==> src/rtl/smux_sel_arb_if.sv <==
// Handshake bundle between the two mux sources and the select arbiter.
// The lock signal exists only when SMUX_ARB_LOCK_EN is defined.
interface smux_sel_arb_if;
   logic req_a;
   logic req_b;
`ifdef SMUX_ARB_LOCK_EN
   logic lock;
`endif
   logic sel;
   logic gnt_a;
   logic gnt_b;
   logic sw;

`ifdef SMUX_ARB_LOCK_EN
   modport master (output req_a, output req_b, output lock,
                   input sel, input gnt_a, input gnt_b, input sw);
   modport slave  (input req_a, input req_b, input lock,
                   output sel, output gnt_a, output gnt_b, output sw);
`else
   modport master (output req_a, output req_b,
                   input sel, input gnt_a, input gnt_b, input sw);
   modport slave  (input req_a, input req_b,
                   output sel, output gnt_a, output gnt_b, output sw);
`endif
endinterface

==> src/rtl/smux_sel_arb.sv <==
// Round-robin select arbiter with minimum dwell in front of the 2:1 select mux.
// Optional grant freeze input enabled by defining SMUX_ARB_LOCK_EN.
module smux_sel_arb #(
   parameter int MIN_DWELL = 4,
   parameter int CNT_W     = 4
) (
   input logic           clk,
   input logic           rst,
   smux_sel_arb_if.slave bus
);

   typedef enum logic [1:0] {IDLE, HOLD_A, HOLD_B} state_t;

   localparam logic [CNT_W-1:0] DWELL_LAST = CNT_W'(MIN_DWELL - 1);

   state_t           state_q, state_d;
   logic [CNT_W-1:0] cnt_q, cnt_d;
   logic             last_q, last_d;
   logic             sel_q, sel_d;
   logic             sw_q, sw_d;
   logic             locked;
   logic             dwellDone;

`ifdef SMUX_ARB_LOCK_EN
   assign locked = bus.lock;
`else
   assign locked = 1'b0;
`endif

   assign dwellDone = (cnt_q == DWELL_LAST);

   // last_q is 1 when A was served most recently; a tie goes to the other source.
   always_comb begin
      state_d = state_q;
      cnt_d   = cnt_q;
      last_d  = last_q;
      sel_d   = sel_q;
      sw_d    = 1'b0;
      case (state_q)
         IDLE: begin
            if (bus.req_a && bus.req_b) begin
               state_d = last_q ? HOLD_B : HOLD_A;
            end else if (bus.req_a) begin
               state_d = HOLD_A;
            end else if (bus.req_b) begin
               state_d = HOLD_B;
            end
         end
         HOLD_A: begin
            if (!dwellDone) begin
               cnt_d = cnt_q + CNT_W'(1);
            end else if (!locked) begin
               if (bus.req_b) begin
                  state_d = HOLD_B;
               end else if (!bus.req_a) begin
                  state_d = IDLE;
               end
            end
         end
         HOLD_B: begin
            if (!dwellDone) begin
               cnt_d = cnt_q + CNT_W'(1);
            end else if (!locked) begin
               if (bus.req_a) begin
                  state_d = HOLD_A;
               end else if (!bus.req_b) begin
                  state_d = IDLE;
               end
            end
         end
         default: state_d = IDLE;
      endcase

      // Entering a hold restarts the dwell and steers the mux to the new owner.
      if (state_d != state_q && state_d != IDLE) begin
         cnt_d  = '0;
         sel_d  = (state_d == HOLD_A);
         last_d = (state_d == HOLD_A);
      end
      sw_d = (sel_d != sel_q);
   end

   always_ff @(posedge clk) begin
      if (rst) begin
         state_q <= IDLE;
         cnt_q   <= '0;
         last_q  <= 1'b0;
         sel_q   <= 1'b0;
         sw_q    <= 1'b0;
      end else begin
         state_q <= state_d;
         cnt_q   <= cnt_d;
         last_q  <= last_d;
         sel_q   <= sel_d;
         sw_q    <= sw_d;
      end
   end

   assign bus.sel   = sel_q;
   assign bus.gnt_a = (state_q == HOLD_A);
   assign bus.gnt_b = (state_q == HOLD_B);
   assign bus.sw    = sw_q;

endmodule

==> src/flat_wrapper.sv <==
// flat-port wrapper written by rule: the top's interface ports become plain ports
module smux_sel_arb_flat 
#(
   parameter int MIN_DWELL = 4,
   parameter int CNT_W     = 4
)
  (clk, rst, bus_req_a, bus_req_b, bus_sel, bus_gnt_a, bus_gnt_b, bus_sw);
  smux_sel_arb_if bus_i ();
  input logic clk;
  input logic rst;
  input wire logic [$bits(bus_i.req_a)-1:0] bus_req_a;
  input wire logic [$bits(bus_i.req_b)-1:0] bus_req_b;
  output wire logic [$bits(bus_i.sel)-1:0] bus_sel;
  output wire logic [$bits(bus_i.gnt_a)-1:0] bus_gnt_a;
  output wire logic [$bits(bus_i.gnt_b)-1:0] bus_gnt_b;
  output wire logic [$bits(bus_i.sw)-1:0] bus_sw;
  assign bus_i.req_a = bus_req_a;
  assign bus_i.req_b = bus_req_b;
  assign bus_sel = bus_i.sel;
  assign bus_gnt_a = bus_i.gnt_a;
  assign bus_gnt_b = bus_i.gnt_b;
  assign bus_sw = bus_i.sw;
  smux_sel_arb #(.MIN_DWELL(MIN_DWELL), .CNT_W(CNT_W)) u_core (.clk(clk), .rst(rst), .bus(bus_i));
endmodule
==> config.mk <==
export PLATFORM = sky130hd
export DESIGN_NAME = smux_sel_arb_flat
export DESIGN_NICKNAME = d
export VERILOG_FILES = /design/src/rtl/smux_sel_arb_if.sv /design/src/rtl/smux_sel_arb.sv /design/src/flat_wrapper.sv
export SDC_FILE = /design/constraint.sdc
export NUM_CORES = 1
export LEC_CHECK = 0
export CAP_MARGIN = 20
export CORE_UTILIZATION = 49
export CTS_CLUSTER_DIAMETER = 40
export CTS_CLUSTER_SIZE = 40
export DETAILED_ROUTE_END_ITERATION = 16
export PLACE_DENSITY_LB_ADDON = 0.05
export SLEW_MARGIN = 20
export SYNTH_ARGS = -nofsm -noshare
export SYNTH_HDL_FRONTEND = slang
export SYNTH_SLANG_ARGS = --single-unit
==> constraint.sdc <==
create_clock -name clk -period 2.5 [get_ports clk]
set_input_delay 0.5 -clock clk [delete_from_list [all_inputs] [get_ports clk]]
set_output_delay 0.5 -clock clk [all_outputs]
set_load 0.005 [all_outputs]
==> results_dict.tcl, run 1 <==
set metrics [dict create \
    cp_num_cells 3 \
    fmax_mhz 487 \
    finClkSkew_ps 1.55 \
    worstMarginPinSlew_ps 370 \
    muxShareOfSynthArea_pct 2.81 \
    max_cap_viol_count 0 \
    post_cts_resized 0 \
    die_x_microns 41.3 \
    syn_inst 81 \
    synthTopCellsByCount "9 x dfxtp_1, 7 x nand2_1, 5 x ha_1, 5 x nand3_1" \
    drc_errors 0 \
    hold_violations 0 \
    cts_buffers 3 \
    syn2layout_area_growth_pct 13.6 \
    final_antenna_net_count 0 \
    crit_type "reg -> out" \
    cts.htree.levels 1 \
    cp_max_fo 5 \
    p_per_area_mw_per_mm2 782 \
    finalCriticalPeriod_ps 2050 \
    drive_above_1_share_pct 19.8 \
    yosysMostFrequentCell "dfxtp_1" \
    yosysWarnings 0 \
    grt_usage_pct 23.3 \
    final_cells 106 \
    vdd_drop_max_v 0.000379 \
    slew_violations 0 \
    n_antenna_cell 0 \
    die_h_microns 41.3 \
    yosysTopAreaCell "dfxtp_1" \
    vias 677 \
    syn_area_per_cell_sq_um 9.33 \
    cp_slowest_cell "clkdlybuf4s50_1" \
    hold_depth 2 \
    critPathBufInv 2 \
    cts_buffer_depth 2 \
    drt-initial-drc-count 24 \
    seq_area_frac_synth_pct 23.8 \
    synth_top_family_by_area "compound AO/OA/AOI/OAI gates" \
    synthesis.area_sq_um 756 \
    setup_tns_ps 0 \
    synth-adder-area-share_pct 8.28 \
    hold_class "reg -> reg" \
    start_util_pct 55.3 \
    antenna_found_initial 0 \
    final_nets 101 \
    ctsHoldBuffers 0 \
    rrSetupSlack_ps 450 \
    grt_pass1_vias 557 \
    worstPathArrival_ps 1550 \
    via_per_inst 6.39 \
    ys.flop_type "dfxtp_1" \
    cts_tree "done" \
    port_buffers 7 \
    grt_pass1_wl_microns 2480 \
    reg2regPathDepth 6 \
    crit_path_start_kind "register" \
    cts-root-buf "clkbuf_4" \
    synth_compound_area_share_pct 32.1 \
    synth_edf_count 0 \
    status "complete, no violations" \
    num_rows 13 \
    gp_congestion 0.758 \
    required_ps 2000 \
    core_sq_mm 0.00137 \
    cts.sinks 9 \
    relSlewSlack_pct 75.2 \
    synth_cell_types 43 \
    rsz0062_at_grt "false" \
    clk_pin_slew_worst_paths_ps 60 \
    end_kind "primary output" \
    p_leak_nw 0.315 \
    overflow 0 \
    path_cells "inv_1 -> ha_1 -> clkdlybuf4s50_1" \
    post_cts_buffers 0 \
    design.die.area_sq_mm 0.00170 \
    dr.pass1.iters 4 \
    syn_nets 90 \
    synth-xor-area-share_pct 2.32 \
    synth_seq_cells 9 \
    netlist.area_leader.share_pct 23.8 \
    wirelength_microns 1640 \
    grt_max_degree 13 \
    io_pins 8 \
    fin_crit_sh_pct 82.1 \
    setup_viol 0 \
    critPathTopFamily "buffers and inverters" \
    synth.area.top_cells "dfxtp_1 24%, ha_1 8.3%, nand2_1 3.5%" \
    yosys.area_share.simple_pct 24.0 \
    wl_per_cell_microns 15.4 \
    async_reset_ff_share_pct 0 \
    max_stage_delay_ps 550 \
    placedCellCount 102 \
    clkLatencyLatePin_ps 270 \
    place_hpwl_microns 1130 \
]
==> worst register-to-register path, stage by stage (launching register included) <==
cell and delay, ps:
dfxtp_1 380, ha_1 220, or3b_1 500, o221ai_2 300, a21o_2 240, a21oi_2 90
nor4_1 230
==> kinds of logic (layout without fill, tap and decap cells) <==
logic type / count (synthesis) / after routing
compound gates: 24 / 24
mux: 2 / 2
buf+inv: 8 / 18
simple gates: 31 / 31
fa+ha+maj: 5 / 5
xor+xnor: 2 / 2
flops: 9 / 9
==> sequential cells by signal, indices dropped and copies added (netlist names) <==
signal	count
u_core.last_q	1
u_core.bus.sw	1
u_core.state_q	2
u_core.bus.sel	1
u_core.cnt_q	4
==> placed cells by master, fill, tap and decap left out, types with 2 or more instances in the layout <==
master,instances
dfxtp_1,9
nand3_1,5
buf_4,3
inv_1,4
clkdlybuf4s50_1,7
nor4_1,4
nand2_1,7
nand4_1,4
o21ai_0,4
nor2_1,2
o211ai_1,2
clkbuf_4,3
ha_1,5
xor2_1,2
==> per-layer routing <==
layer  routed length, microns  track usage (%)  up-vias
li1                         -                -      337
met1                      790             31.9      309
met2                      720             33.6       29
met3                      109             4.89        2
met4                       17             12.1        0
met5                        0                0        -
==> final timing paths <==
check                               start                      endpoint
min reg2reg    u_core.last_q$_SDFFE_PP0P_    u_core.last_q$_SDFFE_PP0P_
max          u_core.state_q[1]$_SDFF_PP0_                     bus_gnt_a
min            u_core.last_q$_SDFFE_PP0P_    u_core.last_q$_SDFFE_PP0P_
max reg2reg  u_core.cnt_q[0]$_SDFFE_PP0P_  u_core.cnt_q[3]$_SDFFE_PP0P_
==> report_power, final <==
part / internal (mW) / switching [mW] / total, mW
clock: 0.0618 / 0.0558 / 0.118
combinational: 0.168 / 0.181 / 0.348
sequential: 0.173 / 0.0319 / 0.205
==> cell type report <==
class                   count  area [sq um]
fillers                   129           508
well taps                  15          18.8
inverters                   4          15.0
flip-flops and latches      9           180
repair buffers             10          92.6
clock buffers               4          26.3
multi-input cells          64           526
==> through the flow <==
step / cell area (sq um) / setup WS (ps) / hold WS [ps] / utilization [%] / power (mW)
2_1_floorplan: 756 / 671 / 488 / - / 0.450
3_3_place_gp: 832 / 263 / 523 / 60.9 / 0.546
3_5_place_dp: 832 / 198 / 530 / 60.9 / 0.548
4_1_cts: 858 / 442 / 539 / 62.8 / 0.669
5_1_grt: 858 / 293 / 568 / 62.8 / 0.716
6_report: 858 / 448 / 544 / 62.8 / 0.671
(Power assumes the default switching activity.)
==> run 2: changes to the inputs <==
==> constraint.sdc (replaced) <==
create_clock -name clk -period 2.01 [get_ports clk]
set_input_delay 0.402 -clock clk [delete_from_list [all_inputs] [get_ports clk]]
set_output_delay 0.402 -clock clk [all_outputs]
set_load 0.005 [all_outputs]
==> run 2 against run 1 <==
Register-to-register slack worse by 340 ps. Power is 29% higher. Sequential cell count stayed put. Worst setup slack worse by 350 ps. Critical path depth stayed put. Hold slack better by 2.1 ps. Largest cell class unchanged. Largest power group unchanged.
==> results_dict.tcl, run 2 (synthesis results as in run 1) <==
set metrics [dict create \
    clkLatencyLatePin_ps 250 \
    p_leak_nw 0.341 \
    port_buffers 7 \
    finClkSkew_ps 0.412 \
    dr.pass1.iters 4 \
    n_antenna_cell 0 \
    syn2layout_area_growth_pct 20.0 \
    fin_crit_sh_pct 95.1 \
    cp_max_fo 5 \
    vdd_drop_max_v 0.000555 \
    placedCellCount 107 \
    startpoint "u_core.state_q[1]$_SDFF_PP0_" \
    antenna_found_initial 0 \
    worstPathArrival_ps 1510 \
    ctsHoldBuffers 0 \
    reg2reg_from "u_core.cnt_q[0]$_SDFFE_PP0P_" \
    placed_cell_area_sq_um 870 \
    post_cts_buffers 0 \
    overflow 0 \
    setup_viol 0 \
    design.die.area_sq_mm 0.00170 \
    cts-root-buf "clkbuf_4" \
    hp-start "u_core.last_q$_SDFFE_PP0P_" \
    wirelength_microns 1720 \
    cp_slowest_cell "clkdlybuf4s50_1" \
    final_common_cell "dfxtp_1" \
    final_antenna_net_count 0 \
    drc_errors 0 \
    via_per_inst 6.15 \
    final_nets 106 \
    drive_above_1_share_pct 27.1 \
    fmax_mhz 523 \
    path_cells "inv_1 -> ha_2 -> clkdlybuf4s50_1" \
    place_hpwl_microns 1260 \
    die_x_microns 41.3 \
    core_sq_mm 0.00137 \
    slew_violations 0 \
    fillerInstances 125 \
    cts_tree "done" \
    final_cells 111 \
    reg.largest.list "u_core.cnt_q: 4 flops, u_core.state_q: 2 flops" \
    wl_per_cell_microns 15.5 \
    crit_type "reg -> out" \
    hold_class "reg -> reg" \
    final_cell_mix "9 x dfxtp_1, 8 x buf_4, 7 x nand2_1, 7 x clkdlybuf4s50_1, 5 x nand3_1" \
    worstMarginPinSlew_ps 356 \
    required_ps 1610 \
    cts.sinks 9 \
    grt_usage_pct 23.7 \
    hold_violations 0 \
    grt_max_degree 12 \
    end_kind "primary output" \
    drt-initial-drc-count 15 \
    cts.htree.levels 1 \
    grt_pass1_wl_microns 2610 \
    cts_buffers 3 \
    finalCriticalPeriod_ps 1910 \
    p_per_area_mw_per_mm2 953 \
    die_h_microns 41.3 \
    start_util_pct 55.3 \
    crit_path_start_kind "register" \
    relSlewSlack_pct 76.2 \
    num_rows 13 \
    vias 683 \
    finalPower_mw 0.864 \
    largest_reg_flops 4 \
    rsz0062_at_grt "true" \
    io_pins 8 \
    regMostFlops "u_core.cnt_q" \
    gp_congestion 0.735 \
    clk_pin_slew_worst_paths_ps 60 \
    cts_buffer_depth 2 \
    max_stage_delay_ps 520 \
    max_cap_viol_count 0 \
    status "complete, no violations" \
    fin_area_sq_um 907 \
    grt_pass1_vias 572 \
]
run 2: power by group:
group | switching [mW] | total [mW] | internal [mW]
Combinational | 0.236 | 0.471 | 0.235
Clock | 0.0611 | 0.137 | 0.0764
Sequential | 0.0411 | 0.256 | 0.215
Total | 0.338 | 0.864 | 0.526
run 2: cell type report:
class                   instances  area [sq um]  area share [%]
clock buffers                   4          26.3            2.90
inverters                       4          15.0            1.66
multi-input cells              64           537            59.2
flip-flops and latches          9           180            19.9
well taps                      15          18.8            2.07
repair buffers                 15           130            14.3
run 2: metrics by stage:
step	hold slack (ps)	util, %	worst slack, ps	TNS, ps
final	546	66.4	97.7	0
after global routing	571	66.4	-40.2	-133
after CTS	554	65.6	11.1	0
after detailed placement	545	63.6	-155	-854
after global placement	520	63.6	-109	-604
after floorplan	488	-	181	0
run 2: worst max-delay path: cells and delay by family (launching register included):
family                   cells  cell delay, ps
buffers and inverters        2             650
adder cells (fa/ha/maj)      1             270
flip-flops                   1             330
run 2: final timing paths:
path	to	slack [ps]	depth (start not counted)
worst max-delay path	bus_gnt_a	100	3
worst min-delay path	u_core.last_q$_SDFFE_PP0P_	550	2
worst max register to register	u_core.cnt_q[1]$_SDFFE_PP0P_	110	6
worst min register to register	u_core.last_q$_SDFFE_PP0P_	550	2
run 2: timing repair:
item                                   CTS  global route
setup endpoints to repair                0             8
resized for setup                        0             3
endpoints found under the hold margin    0             0
run 2: routing by layer:
metal	routed length (microns)	share of wire [%]	GRT usage [%]	vias up
met4	14	0.82	9.68	0
met5	0	0	0	-
li1	-	-	-	346
met1	858	50	34.5	314
met2	751	44	35.5	21
met3	90	5.2	1.63	2
==> run 3: changes to the inputs <==
--- a/config.mk
+++ b/config.mk
@@ -15,3 +15,4 @@
 export SYNTH_ARGS = -nofsm -noshare
 export SYNTH_HDL_FRONTEND = slang
 export SYNTH_SLANG_ARGS = --single-unit
+export TNS_END_PERCENT = 50
==> results of run 3 <==
No change in the layout: final DEF, timing and power equal those of run 2.
